===== config.mk =====
export PLATFORM = sky130hd
export DESIGN_NAME = comar_mask_scheduler_flat
export DESIGN_NICKNAME = d
export VERILOG_FILES = /design/src/rtl/comar_mask_scheduler_if.sv /design/src/rtl/comar_mask_scheduler.sv /design/src/flat_wrapper.sv
export SDC_FILE = /design/constraint.sdc
export NUM_CORES = 1
export LEC_CHECK = 0
export BUFFER_PORTS_ARGS = -buffer_cell sky130_fd_sc_hd__buf_2
export CORE_MARGIN = 5
export CORE_UTILIZATION = 54
export CTS_BUF_LIST = sky130_fd_sc_hd__clkbuf_8
export CTS_CLUSTER_DIAMETER = 30
export DETAILED_ROUTE_END_ITERATION = 7
export GPL_ROUTABILITY_DRIVEN = 0
export PLACE_DENSITY = 0.84
export RECOVER_POWER = 25
export SKIP_CTS_REPAIR_TIMING = 1
export SLEW_MARGIN = 20
export SYNTH_ARGS = -nofsm -noshare
export SYNTH_HDL_FRONTEND = slang
export SYNTH_SLANG_ARGS = --single-unit

===== constraint.sdc =====
create_clock -name clk -period 4.74 [get_ports clk]
set_clock_uncertainty 0.2 [all_clocks]
set_input_delay 0.948 -clock clk [delete_from_list [all_inputs] [get_ports clk]]
set_output_delay 0.948 -clock clk [all_outputs]
set_load 0.05 [all_outputs]

===== src/rtl/comar_mask_scheduler_if.sv =====
// rtl/comar_mask_scheduler_if.sv - request/randomness/grant bundle between gadgets, PRNG and mask scheduler
// master: gadget+PRNG side; slave: the scheduler.
interface comar_mask_scheduler_if #(
  parameter int NREQ = 4,
  parameter int RW   = 8
);
  logic [NREQ-1:0] req;
  logic [RW-1:0]   rnd_in;
  logic            rnd_valid;
  logic            rnd_ready;
  logic [NREQ-1:0] gnt;
  logic [RW-1:0]   mask_out;
  logic            mask_valid;

  modport master (
    output req, rnd_in, rnd_valid,
    input  rnd_ready, gnt, mask_out, mask_valid
  );

  modport slave (
    input  req, rnd_in, rnd_valid,
    output rnd_ready, gnt, mask_out, mask_valid
  );
endinterface


===== src/rtl/comar_mask_scheduler.sv =====
// rtl/comar_mask_scheduler.sv - round-robin sharing of one fresh-mask stream among NREQ COMAR gadgets
// Optional mask reuse across grants is enabled by defining COMAR_MASK_REUSE_EN.
module comar_mask_scheduler #(
  parameter int NREQ        = 4,
  parameter int RW          = 8,
  parameter int HOLD_CYCLES = 2,
  parameter int REUSE_MAX   = 2
) (
  input  logic                   clk,
  input  logic                   rst,
  comar_mask_scheduler_if.slave  bus
);

  localparam int PW = (NREQ > 1) ? $clog2(NREQ) : 1;

  typedef enum logic [1:0] {IDLE, FETCH, HOLD, FLUSH} state_t;

  state_t          state_q, state_d;
  logic [PW-1:0]   ptr_q, ptr_d;
  logic [PW-1:0]   win_q, win_d;
  logic [3:0]      cnt_q, cnt_d;
  logic [RW-1:0]   mask_q, mask_d;
  logic [NREQ-1:0] gnt_q, gnt_d;
  logic [RW-1:0]   mout_q, mout_d;
  logic            mv_q, mv_d;
  logic            rdy_c;

`ifdef COMAR_MASK_REUSE_EN
  // mask_ok guards against reusing the all-zero mask_q left by reset
  logic [3:0]      rc_q, rc_d;
  logic            ok_q, ok_d;
`endif

  logic            any_req;
  logic [PW-1:0]   pick;
  logic [PW-1:0]   scan_idx;

  function automatic logic [NREQ-1:0] onehot(input logic [PW-1:0] w);
    logic [NREQ-1:0] r;
    r    = '0;
    r[w] = 1'b1;
    return r;
  endfunction

  // Scan downward so the closest set bit at or above ptr is assigned last.
  always_comb begin
    any_req  = 1'b0;
    pick     = '0;
    scan_idx = '0;
    for (int i = NREQ - 1; i >= 0; i--) begin
      scan_idx = PW'((int'(ptr_q) + i) % NREQ);
      if (bus.req[scan_idx]) begin
        any_req = 1'b1;
        pick    = scan_idx;
      end
    end
  end

  always_comb begin
    state_d = state_q;
    ptr_d   = ptr_q;
    win_d   = win_q;
    cnt_d   = cnt_q;
    mask_d  = mask_q;
    gnt_d   = gnt_q;
    mout_d  = mout_q;
    mv_d    = mv_q;
    rdy_c   = 1'b0;
`ifdef COMAR_MASK_REUSE_EN
    rc_d    = rc_q;
    ok_d    = ok_q;
`endif
    case (state_q)
      IDLE: begin
        if (any_req) begin
          win_d   = pick;
          state_d = FETCH;
`ifdef COMAR_MASK_REUSE_EN
          if (ok_q && (int'(rc_q) < REUSE_MAX - 1)) begin
            gnt_d   = onehot(pick);
            mout_d  = mask_q;
            mv_d    = 1'b1;
            cnt_d   = 4'(HOLD_CYCLES - 1);
            rc_d    = rc_q + 4'd1;
            state_d = HOLD;
          end
`endif
        end
      end
      FETCH: begin
        rdy_c = bus.req[win_q];
        if (!bus.req[win_q]) begin
          state_d = IDLE;
        end else if (bus.rnd_valid) begin
          mask_d  = bus.rnd_in;
          mout_d  = bus.rnd_in;
          gnt_d   = onehot(win_q);
          mv_d    = 1'b1;
          cnt_d   = 4'(HOLD_CYCLES - 1);
          state_d = HOLD;
`ifdef COMAR_MASK_REUSE_EN
          rc_d    = 4'd0;
          ok_d    = 1'b1;
`endif
        end
      end
      HOLD: begin
        if (cnt_q != 4'd0) begin
          cnt_d = cnt_q - 4'd1;
        end else begin
          gnt_d   = '0;
          mv_d    = 1'b0;
          mout_d  = '0;
          ptr_d   = (int'(win_q) == NREQ - 1) ? '0 : win_q + 1'b1;
          state_d = FLUSH;
        end
      end
      FLUSH: begin
`ifndef COMAR_MASK_REUSE_EN
        mask_d  = '0;
`endif
        state_d = IDLE;
      end
      default: state_d = IDLE;
    endcase
  end

  always_ff @(posedge clk) begin
    if (rst) begin
      state_q <= IDLE;
      ptr_q   <= '0;
      win_q   <= '0;
      cnt_q   <= '0;
      mask_q  <= '0;
      gnt_q   <= '0;
      mout_q  <= '0;
      mv_q    <= 1'b0;
`ifdef COMAR_MASK_REUSE_EN
      rc_q    <= '0;
      ok_q    <= 1'b0;
`endif
    end else begin
      state_q <= state_d;
      ptr_q   <= ptr_d;
      win_q   <= win_d;
      cnt_q   <= cnt_d;
      mask_q  <= mask_d;
      gnt_q   <= gnt_d;
      mout_q  <= mout_d;
      mv_q    <= mv_d;
`ifdef COMAR_MASK_REUSE_EN
      rc_q    <= rc_d;
      ok_q    <= ok_d;
`endif
    end
  end

  assign bus.rnd_ready  = rdy_c & ~rst;
  assign bus.gnt        = gnt_q;
  assign bus.mask_out   = mout_q;
  assign bus.mask_valid = mv_q;

endmodule


===== src/flat_wrapper.sv =====
// flat-port wrapper written by rule: the top's interface ports become plain ports
module comar_mask_scheduler_flat 
#(
  parameter int NREQ        = 4,
  parameter int RW          = 8,
  parameter int HOLD_CYCLES = 2,
  parameter int REUSE_MAX   = 2
)
  (clk, rst, bus_req, bus_rnd_in, bus_rnd_valid, bus_rnd_ready, bus_gnt, bus_mask_out, bus_mask_valid);
  comar_mask_scheduler_if #(.NREQ(NREQ), .RW(RW)) bus_i ();
  input  logic clk;
  input  logic rst;
  input wire logic [$bits(bus_i.req)-1:0] bus_req;
  input wire logic [$bits(bus_i.rnd_in)-1:0] bus_rnd_in;
  input wire logic [$bits(bus_i.rnd_valid)-1:0] bus_rnd_valid;
  output wire logic [$bits(bus_i.rnd_ready)-1:0] bus_rnd_ready;
  output wire logic [$bits(bus_i.gnt)-1:0] bus_gnt;
  output wire logic [$bits(bus_i.mask_out)-1:0] bus_mask_out;
  output wire logic [$bits(bus_i.mask_valid)-1:0] bus_mask_valid;
  assign bus_i.req = bus_req;
  assign bus_i.rnd_in = bus_rnd_in;
  assign bus_i.rnd_valid = bus_rnd_valid;
  assign bus_rnd_ready = bus_i.rnd_ready;
  assign bus_gnt = bus_i.gnt;
  assign bus_mask_out = bus_i.mask_out;
  assign bus_mask_valid = bus_i.mask_valid;
  comar_mask_scheduler #(.NREQ(NREQ), .RW(RW), .HOLD_CYCLES(HOLD_CYCLES), .REUSE_MAX(REUSE_MAX)) u_core (.clk(clk), .rst(rst), .bus(bus_i));
endmodule

==> metrics.cfg <==
[outcome]
status=complete, no violations

[cts]
clkTransAtPathRegs_ns=0.08
clockBufferDepth=2
root_buffer=clkbuf_8
cts_tree=done
htreeDepth=1
cts.sinks=23
cts_buffers=3
clock_latency_ns=0.26

[timing]
tightest_slew_ns=0.595
maxSlewHeadroom_pct=60.5
rsz0062_at_grt=no
setup_tns_ns=0
slew_viol_final=0
fmax_mhz=303
hold_slack_ns=0.271
setup_violations=0
hold_viol_final=0
post-route-period-util_pct=69.6
period_needed_ns=3.30

[route]
drc=0
drt_iter0_markers=19
dr_total_vias=911
vias_per_cell=5.52
dr.pass1.iters=4
wire_per_inst_um=13.8
wirelength_mm=2.28
final_antenna_net_count=0

[global_routing]
first_global_vias=863
grt_max_degree=17
grt.overflow.total=0
grt_antenna_before_repair=0
grt_pass1_wl_mm=3.66
grt_usage_pct=16.9

[setup_path]
critPathArrivalTime_ns=2.15
crit_fanout=16
path_class=input pin to primary output
start_kind=input pin
required_ns=3.59
reg2reg_depth=7
cp-end-kind=primary output

[die]
core_um2=1920
io_pins=29
initial_core_util_pct=56.0
dieHeight_um=54.6
die_x_um=54.6
row_count=16
dieArea_um2=2990

[yosys]
synthTopCellsByArea=dfxtp_1, a22o_1, ha_1
synth_top_area_share_pct=42.8
avgSynthCellArea_um2=9.87
ys_seq_elements=23
synth-main-ff-cell=dfxtp_1
ys_seq_area_share_pct=42.8
postSynthCellCount=109
synth_top_cell_by_area=dfxtp_1
async_flop_share_pct=0
yosysWarnings=0
ys_types=36
synth_edf_count=0
synth_nets=130
synth_area_um2=1080

[finish]
diodes=0
drive_gt1_share_pct=23.9
nNetsFinal=160
area_delta_synth_final_pct=17.1
final_cell_mix=buf_2, dfxtp_1, a22o_1
stdcell_area_um2=1260
fillerInstances=172
final_cells=165
final_common_cell=buf_2

[hold_path]
min_path_type=flip-flop to flip-flop
hold_depth=1

[power_and_ir_drop]
p_sw_share_pct=29.4
clkPwrFrac_pct=28.7
irDropWorstVdd_mv=0.194
p_int_uw=292
power_density_nw_per_um2=328
pwr-share-comb_pct=19.5
power_switching_uw=122
pwr-share-seq_pct=51.8
p_leak_nw=0.544

[placement]
place_area_um2=1220
dp_hpwl_mm=1.67
dp_cells=161
port_buffers=28

[run]
maxCapViolCount=0

synth_stat cells, types with 2 or more instances:
master and count:
a21oi_1 7, a22o_1 12, dfxtp_1 23, ha_1 6, inv_1 8, mux2i_1 3, nand2_1 6, nor2_1 6
nor2b_1 3, nor3_1 6, nor3b_1 2, nor4_1 2, o32ai_1 2
cell families after synthesis:
group,share of synthesized area (%)
AO/OA/AOI/OAI,21.4
adder cells (fa/ha/maj),6.98
multiplexers,4.07
buffers and inverters,6.05
AND/OR/NAND/NOR,18.7
flip-flops,42.8
layer usage:
layer	up-vias	wire (µm)	track usage, %	part of all wire (%)
met2	24	1140	28.5	50
met5	-	0	0	0
met3	6	87	4.36	3.8
met1	417	1010	20.6	44
met4	0	36	5.81	1.6
li1	464	-	-	-
power groups by stage:
stage / sequential, mW / clock [mW] / combinational [mW]
final: 0.214 / 0.119 / 0.0804
after global routing: 0.216 / 0.134 / 0.0875
after CTS: 0.214 / 0.121 / 0.0813
after detailed placement: 0.218 / 0 / 0.0807
after global placement: 0.218 / 0 / 0.0786
after floorplan: 0.232 / 0 / 0.0454
critical path, cell delays in order:
cell,delay (ns)
buf_2,0.19
or4b_4,0.51
o22ai_2,0.20
buf_2,0.30
metrics by stage:
step                total power, mW  utilization, %  setup slack [ns]
floorplan                     0.277               -              1.65
global placement              0.296            63.6              1.50
detailed placement            0.299            63.6              1.45
CTS                           0.416            66.0              1.45
global route                  0.437            65.6              1.39
finish                        0.413            65.6              1.44
flip-flops by register name, indices dropped and copies added (netlist names), named ones only:
signal and count:
u_core.bus.gnt 4, u_core.bus.mask_out 8, u_core.bus.mask_valid 1, u_core.cnt_q 4, u_core.ptr_q 2, u_core.state_q 1, u_core.win_q 2
area by class of cell:
class | count | area (µm²) | share of cell area [%]
clock buffer | 3 | 41.3 | 3.28
clock inverter | 1 | 5.00 | 0.397
inverter | 8 | 30.0 | 2.38
multi-input combinational | 74 | 547 | 43.4
sequential | 23 | 460 | 36.5
tap | 27 | 33.8 | 2.68
timing repair buffer | 29 | 143 | 11.3
worst paths after layout:
check,startpoint,to,slack (ns)
max,rst,bus_rnd_ready,1.44
min,u_core.bus.gnt[2],u_core.bus.gnt[2],0.27
max reg2reg,u_core.cnt_q[0],u_core.bus.mask_out[1],2.54
min reg2reg,u_core.bus.gnt[2],u_core.bus.gnt[2],0.27
No activity file was read; power rests on OpenSTA's default activity.
